==> config.mk <==
export PLATFORM = sky130hd
export DESIGN_NAME = gdiv_bs2bin
export DESIGN_NICKNAME = d
export VERILOG_FILES = /design/src/rtl/gdiv_pkg.sv /design/src/rtl/gdiv_win_cnt.sv /design/src/rtl/gdiv_bs2bin.sv
export SDC_FILE = /design/constraint.sdc
export NUM_CORES = 1
export LEC_CHECK = 0
export BUFFER_PORTS_ARGS = -buffer_cell sky130_fd_sc_hd__buf_2
export CORE_UTILIZATION = 50
export CTS_CLUSTER_SIZE = 14
export DETAILED_ROUTE_END_ITERATION = 6
export GPL_TIMING_DRIVEN = 0
export PLACE_DENSITY = 0.7
export SETUP_SLACK_MARGIN = 0.2
export SLEW_MARGIN = 15
export SYNTH_ARGS = -nofsm -noshare
export SYNTH_HDL_FRONTEND = slang
export SYNTH_HIERARCHICAL = 1
export SYNTH_SLANG_ARGS = --single-unit
==> constraint.sdc <==
create_clock -name clk -period 4 [get_ports clk]
set_clock_uncertainty 0.1 [all_clocks]
set_input_delay 0.2 -clock clk [delete_from_list [all_inputs] [get_ports clk]]
set_output_delay 0.2 -clock clk [all_outputs]
set_load 0.005 [all_outputs]
==> src/rtl/gdiv_pkg.sv <==
// Shared types and constants for the unary divider and its bitstream-to-binary converters.
package gdiv_pkg;

  // Matches the divider's random-number width.
  localparam int unsigned GDIV_BWIDTH = 5;

  typedef enum logic [1:0] {
    IDLE = 2'd0,
    WARM = 2'd1,
    ACC  = 2'd2,
    HOLD = 2'd3
  } bs2bin_state_t;

endpackage

==> src/rtl/gdiv_win_cnt.sv <==
// BWIDTH-bit window counter with clear, enable and a programmable terminal-compare flag.
module gdiv_win_cnt #(
  parameter int unsigned BWIDTH = 5
) (
  input  logic              clk,
  input  logic              rst,
  input  logic              clr,
  input  logic              en,
  input  logic [BWIDTH-1:0] term,
  output logic              hit
);

  logic [BWIDTH-1:0] cnt;

  always_ff @(posedge clk or posedge rst) begin
    if (rst) begin
      cnt <= '0;
    end else if (clr) begin
      cnt <= '0;
    end else if (en) begin
      cnt <= cnt + 1'b1;
    end
  end

  assign hit = (cnt == term);

endmodule

==> src/rtl/gdiv_bs2bin.sv <==
// Counts 1s of the divider quotient bitstream over a 2^BWIDTH-bit window; valid/ready output.
// Optional warm-up discard of the first WARMUP valid bits: define GDIV_BS2BIN_WARMUP_EN.
module gdiv_bs2bin
  import gdiv_pkg::*;
#(
  parameter int unsigned BWIDTH = GDIV_BWIDTH,
  parameter int unsigned WARMUP = 16
) (
  input  logic            clk,
  input  logic            rst,
  input  logic            start,
  input  logic            in_bit,
  input  logic            in_vld,
  output logic [BWIDTH:0] out_data,
  output logic            out_vld,
  input  logic            out_rdy,
  output logic            busy
);

  if (WARMUP < 1 || WARMUP > (1 << BWIDTH)) begin : g_bad_warmup
    $error("gdiv_bs2bin: WARMUP must lie in 1..2^BWIDTH");
  end

  bs2bin_state_t     state;
  logic [BWIDTH:0]   ones_cnt;
  logic [BWIDTH:0]   ones_nxt;
  logic [BWIDTH-1:0] win_term;
  logic              win_clr;
  logic              win_en;
  logic              win_hit;
  logic              accept;

`ifdef GDIV_BS2BIN_WARMUP_EN
  localparam bs2bin_state_t   RUN_ST    = WARM;
  localparam logic [BWIDTH-1:0] WARM_TERM = BWIDTH'(WARMUP - 1);
  assign win_term = (state == WARM) ? WARM_TERM : '1;
`else
  localparam bs2bin_state_t RUN_ST = ACC;
  assign win_term = '1;
`endif

  assign accept   = (state == HOLD) && out_vld && out_rdy;
  assign ones_nxt = ones_cnt + (BWIDTH + 1)'(in_bit);
  assign win_en   = in_vld && ((state == ACC) || (state == WARM));

  // The window count wraps to zero by itself at the ACC terminal, so only
  // conversion starts and the warm-up exit need an explicit clear.
  always_comb begin
    win_clr = ((state == IDLE) && start) || accept;
`ifdef GDIV_BS2BIN_WARMUP_EN
    if ((state == WARM) && in_vld && win_hit) win_clr = 1'b1;
`endif
  end

  gdiv_win_cnt #(
    .BWIDTH(BWIDTH)
  ) u_win_cnt (
    .clk  (clk),
    .rst  (rst),
    .clr  (win_clr),
    .en   (win_en),
    .term (win_term),
    .hit  (win_hit)
  );

  always_ff @(posedge clk or posedge rst) begin
    if (rst) begin
      state    <= IDLE;
      ones_cnt <= '0;
      out_data <= '0;
      out_vld  <= 1'b0;
      busy     <= 1'b0;
    end else begin
      case (state)
        IDLE: begin
          if (start) begin
            state    <= RUN_ST;
            ones_cnt <= '0;
            busy     <= 1'b1;
          end
        end
`ifdef GDIV_BS2BIN_WARMUP_EN
        WARM: begin
          if (in_vld && win_hit) state <= ACC;
        end
`endif
        ACC: begin
          if (in_vld) begin
            ones_cnt <= ones_nxt;
            if (win_hit) begin
              out_data <= ones_nxt;
              out_vld  <= 1'b1;
              state    <= HOLD;
            end
          end
        end
        HOLD: begin
          if (accept) begin
            out_vld <= 1'b0;
            if (start) begin
              state    <= RUN_ST;
              ones_cnt <= '0;
            end else begin
              state <= IDLE;
              busy  <= 1'b0;
            end
          end
        end
        default: begin
          state <= IDLE;
          busy  <= 1'b0;
        end
      endcase
    end
  end

endmodule
==> results of run 1 <==
==> cells in the mapped netlist, types with 2 or more instances <==
cell type / count / share of area [%]
dfrtp_1: 21 / 41
nand2_1: 14 / 4.1
nor2_1: 8 / 2.4
ha_1: 7 / 6.9
inv_1: 6 / 1.8
xnor2_1: 6 / 4.1
xor2_1: 6 / 4.1
nor3_1: 5 / 2.0
o21ai_0: 5 / 2.0
a211o_1: 4 / 2.8
nand3_1: 4 / 1.6
a21oi_1: 3 / 1.2
buf_2: 3 / 1.2
mux2_2: 3 / 2.7
nand2b_1: 3 / 1.5
a211oi_1: 2 / 1.2
a22o_1: 2 / 1.4
a31oi_1: 2 / 0.98
a41oi_1: 2 / 1.4
and3_1: 2 / 0.98
nand4_1: 2 / 0.98
nor4_1: 2 / 0.98
==> kinds of logic (layout without fill, tap and decap cells) <==
family | count (synthesis) | after routing | share of synthesized area [%]
AOI/OAI and AO/OA | 28 | 28 | 17.8
xor gates and xnor gates | 12 | 12 | 8.27
adders and majority gates | 7 | 7 | 6.89
buffers and inverters | 12 | 30 | 4.43
DFF | 21 | 21 | 41.3
muxes | 4 | 4 | 3.44
other | 1 | 5 | 0.295
and+or+nand+nor | 46 | 46 | 17.5
==> worst register-to-register path, delay by kind of cell, from the launching register on <==
| kind | cells | cell delay [ns] |
|---|---|---|
| simple gates | 3 | 0.75 |
| compound gates | 1 | 0.34 |
| xor+xnor | 1 | 0.14 |
| flops | 1 | 0.44 |
| mux | 1 | 0.37 |
==> metal layers <==
layer / vias up / GRT usage (%) / share of wire [%]
met2: 17 / 39.5 / 52
met1: 493 / 27.8 / 44
met4: 0 / 7.89 / 1.2
met5: - / 0 / 0
li1: 502 / - / -
met3: 4 / 2.61 / 2.6
==> state kept, by name, indices dropped and copies added, names as in the netlist <==
name	flops
busy	1
state	2
out_data	6
out_vld	1
ones_cnt	6
u_win_cnt/cnt	5
==> area by class of cell <==
class	instances	area, um2	area share, %
Multi-Input combinational cell	102	704	49.5
Clock buffer	4	26.3	1.85
Timing Repair Buffer	14	75.1	5.28
Sequential cell	21	526	36.9
Tap cell	28	35.0	2.46
Buffer	6	33.8	2.37
Inverter	6	22.5	1.58
==> what timing repair did <==
action | CTS | global route
buffers inserted | 0 | 0
hold endpoints to repair | 21 | 0
hold buffers | 1 | 0
==> path summary, 6_finish.rpt <==
check | start | end | slack, ns
setup reg to reg | u_win_cnt/cnt[0]$_DFFE_PP0P_ | state[1]$_DFFE_PP0P_ | 1.75
hold / removal | out_rdy | out_vld$_DFFE_PP0P_ | 0.16
min in group asynchronous | rst | u_win_cnt/cnt[1]$_DFFE_PP0P_ | 0.22
setup / recovery | u_win_cnt/cnt[0]$_DFFE_PP0P_ | state[1]$_DFFE_PP0P_ | 1.75
hold reg to reg | out_data[0]$_DFFE_PP0P_ | out_data[0]$_DFFE_PP0P_ | 0.39
max in group asynchronous | rst | out_data[3]$_DFFE_PP0P_ | 2.98
==> per-stage QoR <==
| step | cells | total power (uW) | instance area [um2] | hold WS [ns] | worst slack (ns) |
|---|---|---|---|---|---|
| detailed placement | 176 | 770 | 1390 | 0.0146 | 1.80 |
| global route | 181 | 951 | 1420 | 0.160 | 1.51 |
| global placement | 176 | 753 | 1390 | 0.0119 | 1.84 |
| CTS | 181 | 877 | 1420 | 0.154 | 1.74 |
| floorplan | 135 | 659 | 1290 | -0.121 | 2.13 |
| finish | 181 | 867 | 1420 | 0.161 | 1.75 |
==> power breakdown <==
group | switching, uW | internal [uW]
clock | 65.3 | 38.9
sequential | 65.5 | 291
combinational | 214 | 192
total | 345 | 522
==> impl_metrics.yaml, run 1 <==
power:
  leakagePower_uw: 0.000690
  pwr_density_cell_mw_per_mm2: 610
  peakVddDrop_v: 0.000321
timing:
  slew_viol_final: 0
  setup_viol: 0
  hold_viol: 0
  fin_crit_sh_pct: 56.3
  post-route-min-period_ns: 2.25
  setup_tns_ns: 0
  maxSlewHeadroom_pct: 57.5
  worst_pin_slew_ns: 0.637
  rsz0062_at_grt: "no"
  max_freq_mhz: 444
placement:
  io_buffer_count: 13
  routabilityCongestion: 0.791
  place_hpwl_um: 1900
drt:
  ant_nets: 0
  drt_iter0_drc: 17
  wl_um: 2570
  remaining_drc_errors: 0
  vias: 1016
  dr.pass1.iters: 4
  avgRoutedWirePerCell_um: 14.2
  viasPerCell: 5.61
setup_path:
  cp.buffers_inverters: 0
  cp_max_fo: 5
  cp_cell_sequence: "xnor2_1, nand3_1, nor3_1, nand2_1, a211oi_1, mux2_2"
  critical_path_class: "reg -> reg"
  cp_top_family: "simple AND/OR/NAND/NOR gates"
  worst-path-stages: 6
  reg2reg_depth: 6
  critPathSlowestCell: "nor3_1"
  critPathLaunchType: "register"
  endpoint_kind: "register"
  cp.required_ns: 4.10
  slowest_delay_ns: 0.51
  cp_data_arrival_time_ns: 2.35
cells_and_area:
  final_cell_mix: "dfrtp_1, buf_2, nand2_1"
  area_delta_synth_final_pct: 11.9
  drive_above_1_share_pct: 17.6
  filler_cell_count: 210
  final_util_pct: 61.9
  layout_commonest_cell: "dfrtp_1"
  diodes: 0
  nets: 167
cts:
  cts_tree: "built"
  cts_buffer_depth: 2
  clkSinkCount: 21
  cts_root_buf: "clkbuf_4"
  clk_latency_ns: 0.30
  cts-resized-gates: 0
  cts.clk_slew.worst_paths_ns: 0.12
  h-tree-depth: 1
  cts_buffers: 3
grt:
  grt_pass1_vias: 1003
  grt_start_max_net_pins: 17
  grt_pass1_wl_um: 4460
  grtUsageTotal_pct: 22.4
  globalRouteOverflowTotal: 0
  grt_antenna_before_repair: 0
min_path:
  hold_class: "in -> reg"
  min_path_cells: 3
die:
  die_y_um: 52.4
  initial_utilization_pct: 55.3
  ios: 14
  die_w_um: 52.4
  core_area_mm2: 0.00230
  die_area_mm2: 0.00275
  rows: 17
status:
  status: "complete, no violations"
synthesis:
  synth_cell_types: 41
  ys_warn_count: 6
  ys_async_sr_fraction_pct: 100
  ys_seq_area_share_pct: 41.3
  synth-main-ff-cell: "dfrtp_1"
  synthesis.instances: 131
  synth_seq_cells: 21
  postSynthAreaPerCell_um2: 9.70
  synth_area_mm2: 0.00127
  synth-edff-count: 0
flow_run:
  drv_cap: 0
No activity file was read; power rests on OpenSTA's default activity.
==> inputs of run 2 (changes only) <==
Clock period 4 ns to 2.1 ns, I/O delays scaled along.
==> run 2 against run 1 <==
Against the previous run: cell area increased by 5.4%; combinational power up 120%; sequential power rose by 89%; register-to-register slack got worse by 1.5 ns; die area did not move; routed wire length grew 5.8%; fmax rose by 24%; sequential share of layout area shrank 1.9 points.
==> impl_metrics.yaml, run 2 (synthesized netlist as in run 1, its figures left out) <==
status:
  status: "complete, no violations"
setup_path:
  slowest_delay_ns: 0.44
  cp.required_ns: 2.20
  cp_data_arrival_time_ns: 1.91
  cp_max_fo: 10
  reg2reg_depth: 6
  worst-path-stages: 6
  critPathLaunchType: "register"
  cp_top_family: "flip-flops"
  critPathSlowestCell: "dfrtp_1"
  critical_path_class: "reg -> reg"
  cp_cell_sequence: "inv_1, ha_1, clkbuf_4, o21bai_1, or2_4, a211o_1"
  endpoint_kind: "register"
  cp.buffers_inverters: 2
timing:
  max_freq_mhz: 553
  fin_crit_sh_pct: 86.1
  post-route-min-period_ns: 1.81
  fin_ws_ns: 0.292
  hold_slack_ns: 0.0670
  worst_pin_slew_ns: 0.637
  rsz0062_at_grt: "no"
  slew_viol_final: 0
  maxSlewHeadroom_pct: 57.5
  hold_viol: 0
  setup_viol: 0
drt:
  wl_um: 2720
  dr_wl_met2_um: 1430
  dr.pass1.iters: 5
  wl_met3_um: 78
  vias: 1068
  ant_nets: 0
  top_layer: "met4"
  viasPerCell: 5.71
  drt_iter0_drc: 11
  avgRoutedWirePerCell_um: 14.5
  remaining_drc_errors: 0
  wl_met1_um: 1170
cells_and_area:
  nets: 173
  final_util_pct: 65.3
  filler_cell_count: 202
  area_delta_synth_final_pct: 17.9
  drive_above_1_share_pct: 24.5
  top_regs: "ones_cnt x6, out_data x6, u_win_cnt/cnt x5"
  layout_commonest_cell: "dfrtp_1"
  diodes: 0
  final_cell_mix: "dfrtp_1, buf_2, nand2_1"
cts:
  cts_tree: "built"
  cts.clk_slew.worst_paths_ns: 0.11
  cts_buffers: 3
  clkSinkCount: 21
  clk_latency_ns: 0.30
  h-tree-depth: 1
  cts_buffer_depth: 2
  cts_root_buf: "clkbuf_4"
placement:
  dp_slack_ns: -0.103
  routabilityCongestion: 0.791
  place_hpwl_um: 1900
  io_buffer_count: 13
power:
  pwr-share-clk_pct: 11.3
  seq_power_share_pct: 38.4
  p_sw_uw: 694
  peakVddDrop_v: 0.000771
  pwr_density_cell_mw_per_mm2: 1170
  leakagePower_uw: 0.000729
  internal_power_uw: 1060
  combPwrFrac_pct: 50.3
  sw_frac_of_total_pct: 39.6
die:
  rows: 17
  ios: 14
  die_area_mm2: 0.00275
  die_w_um: 52.4
  die_y_um: 52.4
  core_area_mm2: 0.00230
  initial_utilization_pct: 55.3
min_path:
  hold_class: "in -> reg"
  min_path_cells: 3
grt:
  grt_pass1_vias: 1009
  globalRouteOverflowTotal: 0
  grt_antenna_before_repair: 0
  grt_pass1_wl_um: 4460
  grt_start_max_net_pins: 17
  grtUsageTotal_pct: 22.4
flow_run:
  drv_cap: 0
## run 2: area by class of cell
cell class | count | area [um2] | area share, %
multi-input cells | 102 | 733 | 48.9
flip-flops and latches | 21 | 526 | 35.1
repair buffers | 20 | 120 | 8.01
plain buffers | 6 | 36.3 | 2.42
well taps | 28 | 35.0 | 2.34
clock buffers | 4 | 26.3 | 1.75
inverters | 6 | 22.5 | 1.50
## run 2: through the flow
| step | instance area [um2] | setup TNS (ns) | instances | power, uW |
|---|---|---|---|---|
| after floorplan | 1290 | 0 | 135 | 1250 |
| after global placement | 1390 | -0.0588 | 176 | 1430 |
| after detailed placement | 1390 | -0.103 | 176 | 1470 |
| after CTS | 1450 | 0 | 182 | 1710 |
| after global routing | 1500 | 0 | 187 | 1910 |
| final | 1500 | 0 | 187 | 1750 |
## run 2: repair_timing
action / CTS / global route
pin swaps: 1 / 4
hold endpoints to repair: 21 / 0
resized for setup: 3 / 5
setup buffers: 1 / 5
hold buffers: 1 / 0
setup endpoints to repair: 6 / 10
gates cloned: 0 / 0
## run 2: final timing paths
path	from	to	slack (ns)
worst max-delay path	state[0]$_DFFE_PP0P_	ones_cnt[3]$_DFFE_PP0P_	0.29
worst min-delay path	out_rdy	out_vld$_DFFE_PP0P_	0.07
worst max register to register	state[0]$_DFFE_PP0P_	ones_cnt[3]$_DFFE_PP0P_	0.29
worst min register to register	out_data[0]$_DFFE_PP0P_	out_data[0]$_DFFE_PP0P_	0.39
max in group asynchronous	rst	out_data[3]$_DFFE_PP0P_	1.17
min in group asynchronous	rst	u_win_cnt/cnt[1]$_DFFE_PP0P_	0.13
## run 2: power groups by stage
| stage | Combinational [uW] | Sequential (uW) | Clock [uW] |
|---|---|---|---|
| final | 880 | 673 | 198 |
| after CTS | 823 | 675 | 209 |
| after detailed placement | 775 | 692 | 0 |
| after global routing | 987 | 696 | 222 |
| after floorplan | 583 | 672 | 0 |
| after global placement | 754 | 680 | 0 |
## run 2: worst register-to-register path, stage by stage (launching register included)
cell	delay (ns)
dfrtp_1	0.44
inv_1	0.11
ha_1	0.15
clkbuf_4	0.20
o21bai_1	0.12
or2_4	0.27
a211o_1	0.31
## run 2: layer usage
layer | track usage, % | vias up
met5 | 0 | -
met4 | 7.89 | 0
met3 | 2.61 | 8
met2 | 40.9 | 27
met1 | 26.6 | 515
li1 | - | 518
